$ cat src/rtl/exp_request_ctrl.sv
// Exception-source request controller: synchronises, debounces and edge-detects raw
// event lines, latches them as pending, and issues one prioritised request at a time to the CPU.
`timescale 1ns/1ps
module exp_request_ctrl #(
  parameter int SYNC_STAGES = 2,
  parameter int DEB_CYCLES  = 4,
  parameter int CNT_W       = 8
) (
  input  logic             pc_clk,
  input  logic             reset,
  input  logic [2:0]       evt_in,
  input  logic [2:0]       mask,
  input  logic             hasexp,
  input  logic             eret_done,
  output logic [2:0]       expsrc,
  output logic             busy,
  output logic [1:0]       active_src,
  output logic [2:0]       pending,
  output logic [CNT_W-1:0] dropped_cnt
);

  localparam logic [1:0] IDLE    = 2'd0;
  localparam logic [1:0] REQ     = 2'd1;
  localparam logic [1:0] SERVICE = 2'd2;

  logic [2:0] clean;
  logic [2:0] clean_d_reg;
  logic [2:0] rise;

  genvar gi;
  generate
    for (gi = 0; gi < 3; gi++) begin : g_src
      logic [SYNC_STAGES-1:0] sync_reg;
      logic [7:0]             deb_cnt_reg;
      logic                   clean_bit_reg;
      logic                   sync_out;

      assign sync_out  = sync_reg[SYNC_STAGES-1];
      assign clean[gi] = clean_bit_reg;

      // A level change is accepted only after DEB_CYCLES consecutive differing samples.
      always_ff @(posedge pc_clk or posedge reset) begin
        if (reset) begin
          sync_reg      <= '0;
          deb_cnt_reg   <= '0;
          clean_bit_reg <= 1'b0;
        end else begin
          sync_reg <= {sync_reg[SYNC_STAGES-2:0], evt_in[gi]};
          if (sync_out == clean_bit_reg) begin
            deb_cnt_reg <= '0;
          end else if (deb_cnt_reg == 8'(DEB_CYCLES - 1)) begin
            clean_bit_reg <= sync_out;
            deb_cnt_reg   <= '0;
          end else begin
            deb_cnt_reg <= deb_cnt_reg + 8'd1;
          end
        end
      end
    end
  endgenerate

  assign rise = clean & ~clean_d_reg;

  logic [1:0]       state_reg, state_next;
  logic [2:0]       expsrc_next;
  logic [1:0]       active_next;
  logic [2:0]       clr;
  logic [2:0]       avail;
  logic [1:0]       sel;
  logic [2:0]       pending_next;
  logic [2:0]       drop_vec;
  logic [1:0]       drop_num;
  logic [CNT_W+1:0] drop_sum;
  logic [CNT_W-1:0] dropped_next;

  assign avail = pending & mask;
  assign sel   = avail[0] ? 2'd0 : (avail[1] ? 2'd1 : 2'd2);
  assign busy  = (state_reg != IDLE);

  always_comb begin
    state_next  = state_reg;
    expsrc_next = expsrc;
    active_next = active_src;
    clr         = 3'b000;
    case (state_reg)
      IDLE: begin
        if (avail != 3'b000) begin
          state_next  = REQ;
          active_next = sel;
          expsrc_next = 3'b001 << sel;
        end
      end
      REQ: begin
        // Acknowledge wins over withdrawal; eret_done has no meaning here.
        if (hasexp) begin
          clr         = 3'b001 << active_src;
          expsrc_next = 3'b000;
          state_next  = SERVICE;
        end else if (!mask[active_src]) begin
          expsrc_next = 3'b000;
          active_next = 2'd0;
          state_next  = IDLE;
        end
      end
      SERVICE: begin
        expsrc_next = 3'b000;
        if (eret_done) begin
          active_next = 2'd0;
          state_next  = IDLE;
        end
      end
      default: begin
        state_next  = IDLE;
        expsrc_next = 3'b000;
        active_next = 2'd0;
      end
    endcase
  end

  // A new event on an already-pending source is counted as lost; set beats clear.
  assign drop_vec     = rise & pending;
  assign drop_num     = {1'b0, drop_vec[0]} + {1'b0, drop_vec[1]} + {1'b0, drop_vec[2]};
  assign drop_sum     = {2'b00, dropped_cnt} + (CNT_W+2)'(drop_num);
  assign dropped_next = (drop_sum[CNT_W+1:CNT_W] != 2'b00) ? '1 : drop_sum[CNT_W-1:0];
  assign pending_next = (pending & ~clr) | rise;

  always_ff @(posedge pc_clk or posedge reset) begin
    if (reset) begin
      clean_d_reg <= 3'b000;
      state_reg   <= IDLE;
      expsrc      <= 3'b000;
      active_src  <= 2'd0;
      pending     <= 3'b000;
      dropped_cnt <= '0;
    end else begin
      clean_d_reg <= clean;
      state_reg   <= state_next;
      expsrc      <= expsrc_next;
      active_src  <= active_next;
      pending     <= pending_next;
      dropped_cnt <= dropped_next;
    end
  end

endmodule

$ cat config.mk
export PLATFORM = sky130hd
export DESIGN_NAME = exp_request_ctrl
export DESIGN_NICKNAME = d
export VERILOG_FILES = /design/src/rtl/exp_request_ctrl.sv
export SDC_FILE = /design/constraint.sdc
export NUM_CORES = 1
export LEC_CHECK = 0
export BUFFER_PORTS_ARGS = -buffer_cell sky130_fd_sc_hd__buf_4
export CAP_MARGIN = 20
export CELL_PAD_IN_SITES_DETAIL_PLACEMENT = 1
export CELL_PAD_IN_SITES_GLOBAL_PLACEMENT = 1
export CORE_MARGIN = 2
export CORE_UTILIZATION = 41
export CTS_CLUSTER_SIZE = 20
export DETAILED_ROUTE_END_ITERATION = 8
export GPL_TIMING_DRIVEN = 0
export PLACE_DENSITY_LB_ADDON = 0.1
export RECOVER_POWER = 25
export SYNTH_ARGS = -nofsm -noshare
export SYNTH_HDL_FRONTEND = slang
export SYNTH_SLANG_ARGS = --single-unit
$ cat constraint.sdc
create_clock -name pc_clk -period 2.15 [get_ports pc_clk]
set_input_delay 0.1075 -clock pc_clk [delete_from_list [all_inputs] [get_ports pc_clk]]
set_output_delay 0.1075 -clock pc_clk [all_outputs]
set_load 0.01 [all_outputs]
After elaboration in Yosys (flattened, before gate mapping)
Cells that the tools add are included.
{"block": "word_totals", "in_bits": 10, "wordCells": 82, "output_inout_bits": 17, "ff_bits": 54}
{"block": "op_classes", "n_addsub": 6, "n_mux": 25, "n_eq_ne": 13, "n_lt_le_gt_ge": 1, "n_bitwise": 10, "shift": 2, "reduce_logical": 10}
{"op": "8-bit two-way mux", "n": 7}
{"op": "8-bit by 1-bit adder with 8-bit output, second input constant", "n": 3}
{"op": "8-bit by 2-bit equality test with 1-bit output, second input constant", "n": 3}
{"op": "2-bit two-way mux", "n": 8}
{"op": "3-bit two-way mux", "n": 5}
{"op": "3-bit AND", "n": 4}
{"op": "2-bit one-hot mux with 3 select lines", "n": 2}
{"op": "8-bit by 2-bit adder with 9-bit output", "n": 1}
{"op": "2-bit != test, second input constant", "n": 4}
{"op": "2-bit AND reduction", "n": 4}
{"op": "3-bit NOT", "n": 2}
{"op": "3-bit one-hot mux with 2 select lines", "n": 1}
{"op": "1-bit by 2-bit left shift with 3-bit output, first input constant", "n": 2}
{"op": "4-bit AND reduction", "n": 1}
{"op": "2-bit nonzero test", "n": 2}
{"op": "1-bit equality test", "n": 3}
{"op": "2-bit by 3-bit < comparator with 1-bit output, second input constant", "n": 1}
{"op": "3-bit != test, second input constant", "n": 1}
{"op": "1-bit NOT", "n": 3}
{"op": "3-bit bitwise OR", "n": 1}
{"op": "3-bit AND reduction", "n": 1}
{"op": "3-bit nonzero test", "n": 1}
{"op": "1-bit by 1-bit adder with 2-bit output", "n": 1}
{"op": "2-bit by 1-bit adder with 2-bit output", "n": 1}
{"op": "other kinds (5)", "n": 5}

Depth between registers and ports, before layout
Gate-level depths: netlist of the first run.
{"block": "logic_depth", "ltp_word": 8, "ltp_mapped": 9, "ltp_nobuf": 9}

Least setup slack after synthesis of the first run
OpenSTA, ideal clock, no wires.
{"block": "synth_path", "path_type": "register to register", "start": "reg pending[0]", "end": "reg dropped_cnt[3]", "t_required_ps": 2018, "stages_incl_launch_ff": 9, "path_slack_ps": -150, "arrival_time_ps": 2168, "period_less_slack_ps": 2300, "setup_time_ps": 132, "path_buffers": 0, "path_cell_list": "dfrtp_1 nand3b_1 fa_1 inv_1 ha_1 fa_1 and3_1 nand3_1 o21ai_0"}
{"block": "synth_via", "elab_chain_cells": 6}
{"item": "from (decl)", "line": "18", "rtl": "output logic [2:0] pending,"}
{"item": "from (signal assigned)", "line": "140", "rtl": "pending <= pending_next;"}
{"item": "3-bit AND *", "line": "121", "rtl": "assign drop_vec = rise & pending;"}
{"item": "1-bit by 1-bit adder with 2-bit output *", "line": "122", "rtl": "assign drop_num = {1'b0, drop_vec[0]} + {1'b0, drop_vec[1]} + {1'b0, drop_vec[2]};"}
{"item": "2-bit by 1-bit adder with 2-bit output *", "line": "122"}
{"item": "8-bit by 2-bit adder with 9-bit output *", "line": "123", "rtl": "assign drop_sum = {2'b00, dropped_cnt} + (CNT_W+2)'(drop_num);"}
{"item": "2-bit nonzero test", "line": "124", "rtl": "assign dropped_next = (drop_sum[CNT_W+1:CNT_W] != 2'b00) ? '1 : drop_sum[CNT_W-1:0];"}
{"item": "8-bit two-way mux *", "line": "124"}
{"item": "via dropped_next[3]", "line": "74", "rtl": "logic [CNT_W-1:0] dropped_next;"}
{"item": "to (signal assigned)", "line": "141", "rtl": "dropped_cnt <= dropped_next;"}
{"item": "to (decl)", "line": "19", "rtl": "output logic [CNT_W-1:0] dropped_cnt"}
Mark *: on every way through the listed nets, which the timed path passes. The rest lies on a longest branch.
A chain may end at the register's enable or synchronous reset.

Worst setup path in the final report of the first run
{"block": "layout_path", "start": "reg clean_d_reg[0]", "end": "reg dropped_cnt[6]"}
{"block": "layout_via", "elab_chain_cells": 8}
{"item": "from (decl)", "line": "27", "rtl": "logic [2:0] clean_d_reg;"}
{"item": "from (signal assigned)", "line": "136", "rtl": "clean_d_reg <= clean;"}
{"item": "3-bit NOT *", "line": "62", "rtl": "assign rise = clean & ~clean_d_reg;"}
{"item": "3-bit AND *", "line": "62"}
{"item": "3-bit AND *", "line": "121"}
{"item": "1-bit by 1-bit adder with 2-bit output *", "line": "122"}
{"item": "2-bit by 1-bit adder with 2-bit output *", "line": "122"}
{"item": "8-bit by 2-bit adder with 9-bit output *", "line": "123"}
{"item": "2-bit nonzero test", "line": "124"}
{"item": "8-bit two-way mux *", "line": "124"}
{"item": "via dropped_next[6]", "line": "74"}
Marked as above.

==> results of run 1 <==
==> critical path: cells and delay by family (launching register included) <==
family | cells | cell delay, ns
and+or+nand+nor | 4 | 0.54
buffers and inverters | 1 | 0.05
DFF | 1 | 0.38
AOI/OAI and AO/OA | 1 | 0.12
adders and majority gates | 3 | 1.08
==> kinds of logic (layout without fill, tap and decap cells) <==
group,count (synthesis),after routing,synth area share
and+or+nand+nor,85,85,0.180
DFF,54,54,0.567
AOI/OAI and AO/OA,25,25,0.0814
xor gates and xnor gates,23,23,0.0846
buffers and inverters,10,52,0.0158
adders and majority gates,7,7,0.0431
muxes,6,6,0.0278
==> worst paths after layout <==
check | start | end | slack [ns] | cells past startpoint
max | clean_d_reg[0] | dropped_cnt[6] | -0.09 | 9
min | mask[0] | expsrc[0] | 0.09 | 3
max reg2reg | clean_d_reg[0] | dropped_cnt[6] | -0.09 | 9
min reg2reg | g_src[2].sync_reg[0] | g_src[2].sync_reg[1] | 0.36 | 0
max in group asynchronous | reset | pending[0] | 0.34 | 4
min in group asynchronous | reset | g_src[2].sync_reg[0] | 0.41 | 3
==> per-stage QoR <==
| stage | setup TNS, ns | total power [mW] | instance area (sq um) |
|---|---|---|---|
| after floorplan | 0 | 2.38 | 2400 |
| after global placement | -1.77 | 2.83 | 2680 |
| after detailed placement | -1.10 | 2.89 | 2700 |
| after CTS | -1.11 | 3.59 | 2860 |
| after global routing | -1.52 | 3.87 | 2880 |
| final | -0.417 | 3.55 | 2880 |
==> where the power goes <==
group,internal (mW),switching [mW]
sequential,1.30,0.313
combinational,0.644,0.638
clock,0.343,0.318
total,2.28,1.27
==> area by class of cell <==
type,instances,area share
Sequential cell,54,0.470
Multi-Input combinational cell,146,0.357
Timing Repair Buffer,34,0.0909
Tap cell,72,0.0313
Clock buffer,5,0.0239
Clock inverter,3,0.0139
Inverter,10,0.0130
==> routing by layer <==
layer	GRT usage	part of all wire	vias to the layer above
met1	0.218	0.47	851
met3	0.0382	0.030	2
li1	-	-	811
met5	0	0	-
met4	0.0356	0.0041	0
met2	0.265	0.49	17
==> layout by cell type, fill, tap and decap left out, drive strengths merged, types with 10 or more instances in the layout <==
cell	count
buf	23
nand2	15
dfrtp	54
nand3	15
clkbuf	11
and3	13
inv	10
xor2	17
nor2	22
==> repair_timing <==
item / 4_1_cts / 5_1_grt
hold buffers: 5 / 0
buffers inserted: 0 / 2
pin swaps: 1 / 1
resized for setup: 1 / 4
hold endpoints to repair: 19 / 0
gates cloned: 0 / 0
endpoints found under the setup margin: 8 / 8
==> reports/metrics.yaml, run 1 <==
run_status:
  status: "finished with violations"
  failed_checks: "negative setup slack"
grt:
  overflow: 0
  grt_max_degree: 40
  grt_pass1_vias: 1767
  track_usage: 0.162
  antenna_found_initial: 0
  grt_pass1_wl_um: 8160
die:
  start_util: 0.427
  boundaryPins: 27
  core_sq_um: 5570
  die_area_sq_um: 6440
  die_x_um: 80.2
  row_count: 27
  die_h_um: 80.2
route:
  routed_wl_um: 4620
  first_pass_iters: 4
  routedWlPerCell_um: 14.3
  viasPerCell: 5.19
  vias: 1681
  drc_errors: 0
  ant_nets: 0
  drt_iter0_drc: 84
timing:
  period_needed_ns: 2.24
  period_share: 1.04
  worst_slack_ns: -0.0937
  rsz0062_at_grt: "yes"
  slew_headroom: 0.363
  finalHoldViolCount: 0
  fin_hold_ws_ns: 0.0934
  maxSlewViolCount: 0
  setup_viol: 8
  fin_skew_ns: 0.00615
  max_freq_ghz: 0.446
  worstMarginPinSlew_ns: 0.955
synth:
  synth_area_per_cell_sq_um: 11.3
  ys_warn_count: 0
  synth_most_common_cell: "dfrtp_1"
  ys_async_sr_fraction: 1.00
  synthDistinctLibCells: 37
  synthTopCellsByCount: "dfrtp_1 (54), nor2_1 (22), xor2_1 (17), nand2_1 (15), nand3_1 (15)"
  syn-num-nets: 227
  seq_area_frac_synth: 0.567
  ys_seq_elements: 54
  synth_edf_count: 0
  yosys.area.top_type: "dfrtp_1"
  syn_area_sq_um: 2380
  synth-main-ff-cell: "dfrtp_1"
  synth_top_area_frac: 0.567
  synthCells: 210
  yosys-top-cells-area: "dfrtp_1 (57%), xor2_1 (6.3%), nor2_1 (3.5%)"
clocking:
  cts_tree: "built"
  cts_sinks: 54
  htreeDepth: 2
  cts_root_buffer: "clkbuf_8"
  clk_transition_reported_paths_ns: 0.10
  cts.path.max_buffers: 2
  clk_latency_ns: 0.30
  cts_made_buffers: 5
final_layout:
  fin_cells: 324
  seq_area_sq_um: 1350
  drive_gt1_frac: 0.206
  final_util: 0.516
  nFillCells: 625
  largest_reg_flops: 24
  nNetsFinal: 268
  antenna_cells: 0
  synthToLayoutAreaGrowth_pct: 20.8
  multi_input_area_sq_um: 1030
placed_design:
  place_congestion: 0.756
  hpwl_um: 3370
  dp_slack_ns: -0.178
  dp_cells: 309
  numPortBuffers: 26
job:
  drv_cap: 0
critical_path:
  crit_chain: "nand3b_1 -> fa_1 -> inv_1 -> ha_2 -> fa_2 -> and3_4 -> nand3_2 -> nor3_2 -> a21oi_1"
  crit_slowest_cell: "fa_1"
  crit_arrival_ns: 2.47
  crit_required_ns: 2.38
  crit_type: "reg2reg"
  slowest_delay_ns: 0.52
  cp_max_fo: 4
  startpoint_type: "flop"
  endpoint_kind: "flop"
power:
  power_density_nw_per_um2: 1230
  leakage_nw: 1.35
  ir_worst_vdd_mv: 0.747
hold_path:
  hp-class: "in2reg"
No activity file was read; power rests on OpenSTA's default activity.
==> run 2: changes to the inputs <==
- ABC_AREA: unset -> 1
- CORE_UTILIZATION: 41 -> 39
- SLEW_MARGIN: unset -> 10
==> reports/metrics.yaml, run 2 <==
synth:
  yosys.area.top_type: "dfrtp_1"
  yosys-top-cells-area: "dfrtp_1 (55%), nand2_1 (7.5%), inv_1 (7.4%)"
  synth_top_area_frac: 0.552
  synth_area_per_cell_sq_um: 8.81
  seq_area_frac_synth: 0.552
  synth_edf_count: 0
  syn_area_sq_um: 2450
  synthCells: 278
  syn-num-nets: 295
  ys_warn_count: 0
  ys_async_sr_fraction: 1.00
  synth_most_common_cell: "dfrtp_1"
  synth-main-ff-cell: "dfrtp_1"
  synthTopCellsByCount: "dfrtp_1 (54), nand2_1 (49), inv_1 (48), nor2_1 (36), nand3_1 (18)"
  ys_seq_elements: 54
  synthDistinctLibCells: 22
final_layout:
  largest_reg_flops: 24
  drive_gt1_frac: 0.197
  nNetsFinal: 341
  final_util: 0.512
  final_common_cell: "dfrtp_1"
  fin_cells: 400
  antenna_cells: 0
  synthToLayoutAreaGrowth_pct: 25.3
  layout_common_cells: "dfrtp_1 (54), inv_1 (45), nand2_1 (43), nor2_1 (34), buf_4 (27)"
timing:
  fin_hold_ws_ns: 0.0608
  period_share: 1.04
  fin_skew_ns: 0.00625
  period_needed_ns: 2.24
  rsz0062_at_grt: "yes"
  slew_headroom: 0.315
  finalHoldViolCount: 0
  setup_viol: 8
  maxSlewViolCount: 0
  max_freq_ghz: 0.446
  worstMarginPinSlew_ns: 1.03
  worst_slack_ns: -0.0917
route:
  drt_iter0_drc: 68
  viasPerCell: 4.83
  routed_wl_um: 5280
  routedWlPerCell_um: 13.2
  first_pass_iters: 4
  ant_nets: 0
  vias: 1932
  drc_errors: 0
critical_path:
  crit_type: "reg2reg"
  crit_chain: "nor2_2 -> nand2_2 -> fa_1 -> inv_1 -> ha_2 -> fa_2 -> nand2_2 -> inv_2 -> nand2_4 -> nor2_4 -> nand2_4 -> nand3_2"
  crit_required_ns: 2.34
  crit_arrival_ns: 2.44
  slowest_delay_ns: 0.50
  cp_max_fo: 6
  crit_slowest_cell: "fa_1"
  endpoint_kind: "flop"
  startpoint_type: "flop"
placed_design:
  dp_cells: 380
  dp_slack_ns: -0.228
  numPortBuffers: 26
  place_congestion: 0.823
  hpwl_um: 3760
run_status:
  failed_checks: "negative setup slack"
  status: "finished with violations"
die:
  core_sq_um: 5990
  start_util: 0.409
  die_area_sq_um: 6930
  die_h_um: 83.2
  boundaryPins: 27
  row_count: 28
  die_x_um: 83.2
job:
  drv_cap: 0
clocking:
  cts_made_buffers: 5
  cts_sinks: 54
  cts_tree: "built"
  cts_root_buffer: "clkbuf_8"
  htreeDepth: 2
  clk_latency_ns: 0.31
  cts.path.max_buffers: 2
  clk_transition_reported_paths_ns: 0.10
grt:
  track_usage: 0.163
  grt_pass1_wl_um: 9300
  antenna_found_initial: 0
  grt_max_degree: 31
  grt_pass1_vias: 2044
  overflow: 0
power:
  ir_worst_vdd_mv: 0.490
  power_density_nw_per_um2: 1250
  leakage_nw: 1.53
hold_path:
  hp-class: "in2reg"
==> run 2: changes by cell type after synthesis, moves of 8 or more <==
cell,delta
inv_1,+38
nand2_1,+34
nor2_1,+14
and3_1,-13
nor3_1,+12
xor2_1,-11
a21oi_1,+8
==> run 2: final cells by class <==
cell class | count | area (sq um)
tap | 75 | 93.8
sequential | 54 | 1350
multi-input combinational | 176 | 985
timing repair buffer | 39 | 315
clock buffer | 6 | 82.6
fill | 735 | 2920
inverter | 48 | 180
clock inverter | 2 | 60.1
==> run 2: cell families after synthesis <==
kind of cell | synth area share
XOR/XNOR | 0.0286
buffers and inverters | 0.0736
AND/OR/NAND/NOR | 0.240
flip-flops | 0.552
adder cells (fa/ha/maj) | 0.0419
AO/OA/AOI/OAI | 0.0639
==> run 2: path summary, 6_finish.rpt <==
path | startpoint | end | slack [ns] | cells past startpoint
worst max-delay path | clean_d_reg[0] | dropped_cnt[7] | -0.09 | 12
worst min-delay path | eret_done | state_reg[1] | 0.06 | 4
worst max register to register | clean_d_reg[0] | dropped_cnt[7] | -0.09 | 12
worst min register to register | g_src[0].sync_reg[0] | g_src[0].sync_reg[1] | 0.36 | 0
max in group asynchronous | reset | g_src[1].clean_bit_reg | 0.86 | 4
min in group asynchronous | reset | g_src[2].sync_reg[1] | 0.60 | 3
==> run 2: where the power goes <==
| group | switching (mW) | leakage (nW) | internal (mW) |
|---|---|---|---|
| clock | 0.343 | 0.0714 | 0.497 |
| combinational | 0.807 | 0.777 | 0.643 |
| sequential | 0.247 | 0.684 | 1.29 |
| total | 1.40 | 1.53 | 2.43 |
==> run 2: per-stage QoR <==
step / setup TNS, ns / power [mW] / area [sq um]
3_5_place_dp: -1.51 / 2.82 / 2770
4_1_cts: -0.546 / 3.80 / 3040
3_3_place_gp: -3.97 / 2.76 / 2750
2_1_floorplan: -0.0109 / 2.34 / 2460
5_1_grt: -1.52 / 4.15 / 3070
6_report: -0.592 / 3.82 / 3070
==> run 2: layer usage <==
metal / vias to the layer above / global-route usage / wire, um
met5: - / 0 / 0
met4: 0 / 0.0373 / 56
met3: 5 / 0.0437 / 147
met2: 19 / 0.274 / 2620
met1: 936 / 0.212 / 2450
li1: 972 / - / -
==> run 2: critical path: cells and delay by family (launching register included) <==
kind          cells  cell delay (ns)
fa+ha+maj         3             1.05
simple gates      7             0.58
flops             1             0.40
buf+inv           2             0.09
==> run 2: repair_timing <==
action                                 in CTS  in global routing
pin swaps                                   8                  2
resized for setup                          10                  9
setup endpoints to repair                   8                  8
endpoints found under the hold margin      27                  0
setup buffers                               7                  1
hold buffers                                4                  0
